--- config.mk ---
export PLATFORM = sky130hd
export DESIGN_NAME = branch_predictor
export DESIGN_NICKNAME = d
export VERILOG_FILES = /design/src/rtl/bpu_pkg.sv /design/src/rtl/bpu_sat_ctr.sv /design/src/rtl/branch_predictor.sv
export SDC_FILE = /design/constraint.sdc
export NUM_CORES = 2
export LEC_CHECK = 0
export ABC_AREA = 1
export CORE_UTILIZATION = 40
export CTS_CLUSTER_DIAMETER = 80
export DETAILED_ROUTE_END_ITERATION = 7
export PLACE_DENSITY_LB_ADDON = 0.05
export SYNTH_ARGS = -nofsm -noshare
export SYNTH_HDL_FRONTEND = slang
export SYNTH_SLANG_ARGS = --single-unit
--- constraint.sdc ---
create_clock -name clk -period 4.4 [get_ports clk]
set_clock_uncertainty 0.1 [all_clocks]
set_input_delay 0.88 -clock clk [delete_from_list [all_inputs] [get_ports clk]]
set_output_delay 0.88 -clock clk [all_outputs]
set_load 0.01 [all_outputs]
--- src/rtl/bpu_pkg.sv ---
// +---------------------------------------------------------------------------+
// | bpu_pkg: shared encodings and constants for the branch predictor          |
// | Revision: 1.0                                                             |
// +---------------------------------------------------------------------------+
`default_nettype none

package bpu_pkg;

  typedef enum logic [1:0] {
    SNT = 2'b00,
    WNT = 2'b01,
    WT  = 2'b10,
    ST  = 2'b11
  } ctr_t;

  localparam int          IDX_W_DEF = 4;
  localparam logic [31:0] PC_INC    = 32'd4;

endpackage

`default_nettype wire

--- src/rtl/bpu_sat_ctr.sv ---
// +---------------------------------------------------------------------------+
// | bpu_sat_ctr: 2-bit saturating counter next-state                          |
// | Revision: 1.0                                                             |
// +---------------------------------------------------------------------------+
`default_nettype none

module bpu_sat_ctr
  import bpu_pkg::*;
(
  input  ctr_t cur,
  input  logic taken,
  input  logic force_st,
  output ctr_t nxt
);

  always_comb begin
    nxt = cur;
    if (force_st) begin
      nxt = ST;
    end else if (taken) begin
      if (cur != ST) nxt = ctr_t'(cur + 2'd1);
    end else begin
      if (cur != SNT) nxt = ctr_t'(cur - 2'd1);
    end
  end

endmodule

`default_nettype wire

--- src/rtl/branch_predictor.sv ---
// +---------------------------------------------------------------------------+
// | branch_predictor: direct-mapped BHT + BTB with registered redirect.       |
// | Optional BPU_STATS_EN builds resolved-branch / mispredict counters.       |
// | Revision: 1.0                                                             |
// +---------------------------------------------------------------------------+
`default_nettype none

module branch_predictor
  import bpu_pkg::*;
#(
  parameter int         IDX_W    = IDX_W_DEF,
  parameter logic [1:0] CTR_INIT = 2'b01
) (
  input  logic        clk,
  input  logic        rst_n,
  input  logic [31:0] if_pc,
  output logic        pred_taken,
  output logic [31:0] pred_tgt,
  input  logic        ex_valid,
  input  logic [31:0] ex_pc,
  input  logic        ex_is_cond,
  input  logic        ex_is_jump,
  input  logic        ex_taken,
  input  logic [31:0] ex_tgt,
  input  logic        ex_pred_taken,
  input  logic [31:0] ex_pred_tgt,
  output logic        redirect,
  output logic [31:0] redirect_pc,
  output logic [31:0] stat_br,
  output logic [31:0] stat_miss
);

  localparam int ENTRIES = 1 << IDX_W;
  localparam int TAG_W   = 32 - IDX_W - 2;

  ctr_t             ctr       [ENTRIES];
  logic             btb_valid [ENTRIES];
  logic [TAG_W-1:0] btb_tag   [ENTRIES];
  logic [31:0]      btb_tgt   [ENTRIES];

  logic [IDX_W-1:0] if_idx;
  logic [TAG_W-1:0] if_tag;
  logic [IDX_W-1:0] ex_idx;
  logic [TAG_W-1:0] ex_tag;
  logic             hit;
  logic             resolve;
  logic             mispredict;
  logic [31:0]      correct_pc;
  ctr_t             ctr_nxt;
  logic             unused_pc_bits;

  assign if_idx = if_pc[IDX_W+1:2];
  assign if_tag = if_pc[31:IDX_W+2];
  assign ex_idx = ex_pc[IDX_W+1:2];
  assign ex_tag = ex_pc[31:IDX_W+2];
  assign unused_pc_bits = ^{if_pc[1:0], ex_pc[1:0]};

  // Reads see pre-edge table state, so a same-index update is not bypassed.
  assign hit        = btb_valid[if_idx] && (btb_tag[if_idx] == if_tag);
  assign pred_taken = hit && ctr[if_idx][1];
  assign pred_tgt   = pred_taken ? btb_tgt[if_idx] : (if_pc + PC_INC);

  assign resolve    = ex_valid && (ex_is_cond || ex_is_jump);
  assign correct_pc = ex_taken ? ex_tgt : (ex_pc + PC_INC);
  assign mispredict = resolve &&
                      ((ex_pred_taken != ex_taken) || (ex_pred_tgt != correct_pc));

  bpu_sat_ctr u_sat_ctr (
    .cur      (ctr[ex_idx]),
    .taken    (ex_taken),
    .force_st (ex_is_jump),
    .nxt      (ctr_nxt)
  );

  always_ff @(posedge clk or negedge rst_n) begin
    if (!rst_n) begin
      for (int i = 0; i < ENTRIES; i++) begin
        ctr[i]       <= ctr_t'(CTR_INIT);
        btb_valid[i] <= 1'b0;
        btb_tag[i]   <= '0;
        btb_tgt[i]   <= '0;
      end
    end else if (resolve) begin
      ctr[ex_idx] <= ctr_nxt;
      if (ex_taken) begin
        btb_valid[ex_idx] <= 1'b1;
        btb_tag[ex_idx]   <= ex_tag;
        btb_tgt[ex_idx]   <= ex_tgt;
      end
    end
  end

  always_ff @(posedge clk or negedge rst_n) begin
    if (!rst_n) begin
      redirect    <= 1'b0;
      redirect_pc <= 32'd0;
    end else begin
      redirect <= mispredict;
      if (mispredict) redirect_pc <= correct_pc;
    end
  end

`ifdef BPU_STATS_EN
  logic [31:0] br_cnt;
  logic [31:0] miss_cnt;

  always_ff @(posedge clk or negedge rst_n) begin
    if (!rst_n) begin
      br_cnt   <= 32'd0;
      miss_cnt <= 32'd0;
    end else begin
      if (resolve)    br_cnt   <= br_cnt + 32'd1;
      if (mispredict) miss_cnt <= miss_cnt + 32'd1;
    end
  end

  assign stat_br   = br_cnt;
  assign stat_miss = miss_cnt;
`else
  assign stat_br   = 32'd0;
  assign stat_miss = 32'd0;
`endif

endmodule

`default_nettype wire

==> impl_metrics.prom <==
# TYPE chip_impl_metric gauge
chip_impl_metric{name="numPlacedInstances",unit=""} 8006
chip_impl_metric{name="antenna_left",unit=""} 0
chip_impl_info{name="timing.critical_path.to_type",value="primary output"} 1
chip_impl_metric{name="pin_count",unit=""} 265
chip_impl_metric{name="cellLeakagePower",unit="nW"} 28.49
chip_impl_metric{name="min_period_over_period",unit="%"} 99.60
chip_impl_metric{name="gr-usage-all-layers",unit="%"} 30.12
chip_impl_metric{name="finalCriticalPeriod",unit="ns"} 4.382
chip_impl_metric{name="route.detailed.vias_per_inst",unit=""} 5.334
chip_impl_info{name="leading_cell_types_in_the_layout_fill_and_taps_excluded",value="nand2_1 (1586), o21ai_0 (1360), dfrtp_1 (993)"} 1
chip_impl_metric{name="floorplan.die.height",unit="um"} 350.5
chip_impl_metric{name="antenna_found_initial",unit=""} 6
chip_impl_metric{name="place.port_buffers",unit=""} 200
chip_impl_metric{name="timing.final.setup_violations",unit=""} 0
chip_impl_info{name="rr_startpoint",value="ctr[5]"} 1
chip_impl_metric{name="synth_top_area_share",unit="%"} 51.15
chip_impl_info{name="synth.area.top_cells",value="dfrtp_1 (51%), o21ai_0 (14%), nand2_1 (13%)"} 1
chip_impl_metric{name="worst_ep_required_time",unit="ns"} 3.42
chip_impl_metric{name="critPathMaxFanout",unit=""} 8
chip_impl_metric{name="timing.final.max_slew_violations",unit=""} 0
chip_impl_info{name="grt_setup_unrepaired",value="true"} 1
chip_impl_metric{name="number_of_library_cell_types_mapped_by_synthesis",unit=""} 37
chip_impl_metric{name="fp.dieW",unit="um"} 350.5
chip_impl_metric{name="cts-buffers-inserted",unit=""} 116
chip_impl_metric{name="r2r_slack",unit="ns"} 2.20
chip_impl_info{name="clock_tree.root_cell",value="clkbuf_16"} 1
chip_impl_metric{name="dp_hpwl",unit="um"} 119800
chip_impl_metric{name="dieArea",unit="sq um"} 122800
chip_impl_metric{name="ir_drop",unit="mV"} 0.4139
chip_impl_metric{name="first_global_vias",unit=""} 42559
chip_impl_info{name="outcome",value="complete, no violations"} 1
chip_impl_metric{name="maximum_number_of_pins_on_one_net_before_global_route_repair",unit=""} 118
chip_impl_metric{name="timing_hold_violations_final",unit=""} 0
chip_impl_metric{name="wl",unit="um"} 184600
chip_impl_metric{name="max_buffers_root_to_sink",unit=""} 3
chip_impl_metric{name="drc",unit=""} 0
chip_impl_metric{name="placement.setup.worst_slack",unit="ns"} -0.7051
chip_impl_info{name="hp-class",value="in2async"} 1
chip_impl_metric{name="drt_pre_antenna_iters",unit=""} 6
chip_impl_info{name="cts_tree",value="done"} 1
chip_impl_info{name="timing.critical_path.max_delay_family",value="simple AND/OR/NAND/NOR gates"} 1
chip_impl_metric{name="core.rowCount",unit=""} 127
chip_impl_metric{name="yosysWarnings",unit=""} 0
chip_impl_metric{name="worst_slew_margin_rel",unit="%"} 42.62
chip_impl_metric{name="drt_iter0_drc",unit=""} 4106
chip_impl_metric{name="layout-drive-gt1-share",unit="%"} 13.42
chip_impl_metric{name="syn_avg_cell_area",unit="sq um"} 7.822
chip_impl_metric{name="timing.critical_path.slowest_cell_delay",unit="ns"} 0.33
chip_impl_metric{name="placeableCoreArea",unit="sq um"} 120100
chip_impl_metric{name="ctsHtreeMaxLevel",unit=""} 3
chip_impl_metric{name="setup_slack_after_layout",unit="ns"} 0.01780
chip_impl_metric{name="timing_worst_slew_pin_value",unit="ns"} 0.8606
chip_impl_metric{name="power.density",unit="nW/um^2"} 432.1
chip_impl_metric{name="grt_overflow",unit=""} 0
chip_impl_info{name="yosysTopAreaCell",value="dfrtp_1"} 1
chip_impl_info{name="setup.worst_path.start_class",value="input pin"} 1
chip_impl_metric{name="routed-via-count",unit=""} 44046
chip_impl_metric{name="synth_cells",unit=""} 6211
chip_impl_metric{name="clock_insertion_delay_worst_skew",unit="ns"} 0.77
chip_impl_metric{name="fin_hold_ws",unit="ns"} 0.06750
chip_impl_metric{name="final-instance-count-excl-fill",unit=""} 8258
chip_impl_metric{name="syn-cell-area",unit="sq um"} 48580
chip_impl_metric{name="cp_num_buf_inv",unit=""} 7
chip_impl_metric{name="cap_violations",unit=""} 0
chip_impl_metric{name="synth-seq-area-share",unit="%"} 52.02
chip_impl_metric{name="place_congestion",unit=""} 0.9180
chip_impl_metric{name="nets",unit=""} 6686
chip_impl_info{name="slowest_stage",value="xor2_4"} 1
chip_impl_metric{name="stdcell_area",unit="sq um"} 60040
chip_impl_metric{name="start_util",unit="%"} 40.44
chip_impl_info{name="worstReg2RegEnd",value="ctr[16]"} 1
chip_impl_metric{name="critical_path_arrival",unit="ns"} 3.40
chip_impl_metric{name="cts.reportedPaths.clkPinSlew",unit="ns"} 0.06
chip_impl_info{name="critical_path.cell_chain",value="buf_16, clkbuf_16, ha_4, inv_2, nor2_4, nand3_2, nor2_1, nand2_1, nor2_2, nand2_2, inv_2, nand4_1, nor2_2, buf_6, nand3_4, xor2_4, nor2_4, nor2_2, buf_6, buf_6"} 1
chip_impl_metric{name="max_frequency",unit="MHz"} 228.2
chip_impl_metric{name="worstRegToRegCells",unit=""} 10
chip_impl_metric{name="placed_cell_area",unit="sq um"} 55050
chip_impl_metric{name="ys_seq_elements",unit=""} 1009
chip_impl_metric{name="wire_length_of_the_first_global_routing_pass",unit="um"} 277700
chip_impl_metric{name="postLayoutCoreUtil",unit="%"} 49.98
chip_impl_info{name="layout_commonest_cell",value="nand2_1"} 1
chip_impl_metric{name="routed_wire_length_per_instance",unit="um"} 22.36
chip_impl_info{name="critPathKind",value="in2out"} 1
chip_impl_metric{name="clkSinkCount",unit=""} 1009
chip_impl_metric{name="flow.area_growth_from_synthesis",unit="%"} 23.59
==> state kept, by name (all words and copies together) (netlist names) <==
name	count
btb_tag	416
btb_tgt	512
btb_valid	16
ctr	32
redirect	1
redirect_pc	32
==> cell families after synthesis <==
| family | count (synthesis) | share of synthesized area, % |
|---|---|---|
| AND/OR/NAND/NOR | 2704 | 21.92 |
| AO/OA/AOI/OAI | 1687 | 18.23 |
| flip-flops | 1009 | 52.02 |
| buffers and inverters | 768 | 6.993 |
| XOR/XNOR | 29 | 0.5228 |
| multiplexers | 8 | 0.1854 |
| adder cells (fa/ha/maj) | 5 | 0.1288 |
| other | 1 | 0.007719 |
==> per-layer routing <==
metal | global-route usage, % | vias up | wire length, um | share of wire, %
met2 | 48.62 | 1307 | 85140 | 46
met5 | 0 | - | 39 | 0.021
met1 | 42.42 | 21533 | 84270 | 46
met3 | 4.676 | 210 | 10940 | 5.9
li1 | - | 20990 | - | -
met4 | 6.871 | 6 | 4232 | 2.3
==> report_power, final <==
group	switching, W	total, W	internal [W]
Combinational	0.00251	0.00426	0.00175
Sequential	0.000822	0.0117	0.0109
Clock	0.00416	0.00999	0.00583
Total	0.00749	0.0259	0.0185
==> cells in the mapped netlist (all sizes together) <==
master and n:
o22ai 74, nand2 1633, clkinv 1, clkbuf 338
ha 5, nor2 762, and2 4, inv 235
dfrtp 993, nor3 17, o21ai 1488, o221ai 54
o211ai 42, nand3 270, nand4 11, nand3b 5
dfstp 16, nor4 2, a21oi 21, mux2 8
a31oi 8, conb 1, buf 194, xor2 29
==> area by class of cell <==
type,instances,area (sq um)
Clock inverter,37,392.9
Multi-Input combinational cell,4497,20710
Sequential cell,1009,25270
Tap cell,1612,2017
Timing Repair Buffer,686,7169
Inverter,236,919.6
Antenna cell,1,2.502
Clock buffer,180,3556
Fill cell,11907,60090
==> worst max path at each step <==
| stage | start | end | slack (ns) | cells past startpoint |
|---|---|---|---|---|
| 3_5_place_dp | if_pc[5] | pred_tgt[26] | -0.71 | 20 |
| 5_1_grt | if_pc[2] | pred_tgt[16] | -0.12 | 23 |
| 3_3_place_gp | if_pc[5] | pred_tgt[26] | -0.64 | 20 |
| 6_report | if_pc[2] | pred_tgt[26] | 0.02 | 20 |
| 2_1_floorplan | if_pc[2] | pred_tgt[13] | 0.71 | 17 |
| 4_1_cts | if_pc[2] | pred_tgt[9] | -0.09 | 23 |
==> timing repair <==
item | 4_1_cts | 5_1_grt
buffers inserted | 29 | 7
setup endpoints to repair | 33 | 33
hold buffers | 0 | 0
gates resized for setup | 156 | 171
gates cloned | 6 | 7
pin swaps | 34 | 60
==> metrics by stage <==
step	power, W	TNS, ns
floorplan	0.01408	0
global route	0.02726	-1.338
detailed placement	0.01599	-19.46
global placement	0.01590	-18.38
CTS	0.02606	-1.982
finish	0.02595	0
(Power assumes the default switching activity.)
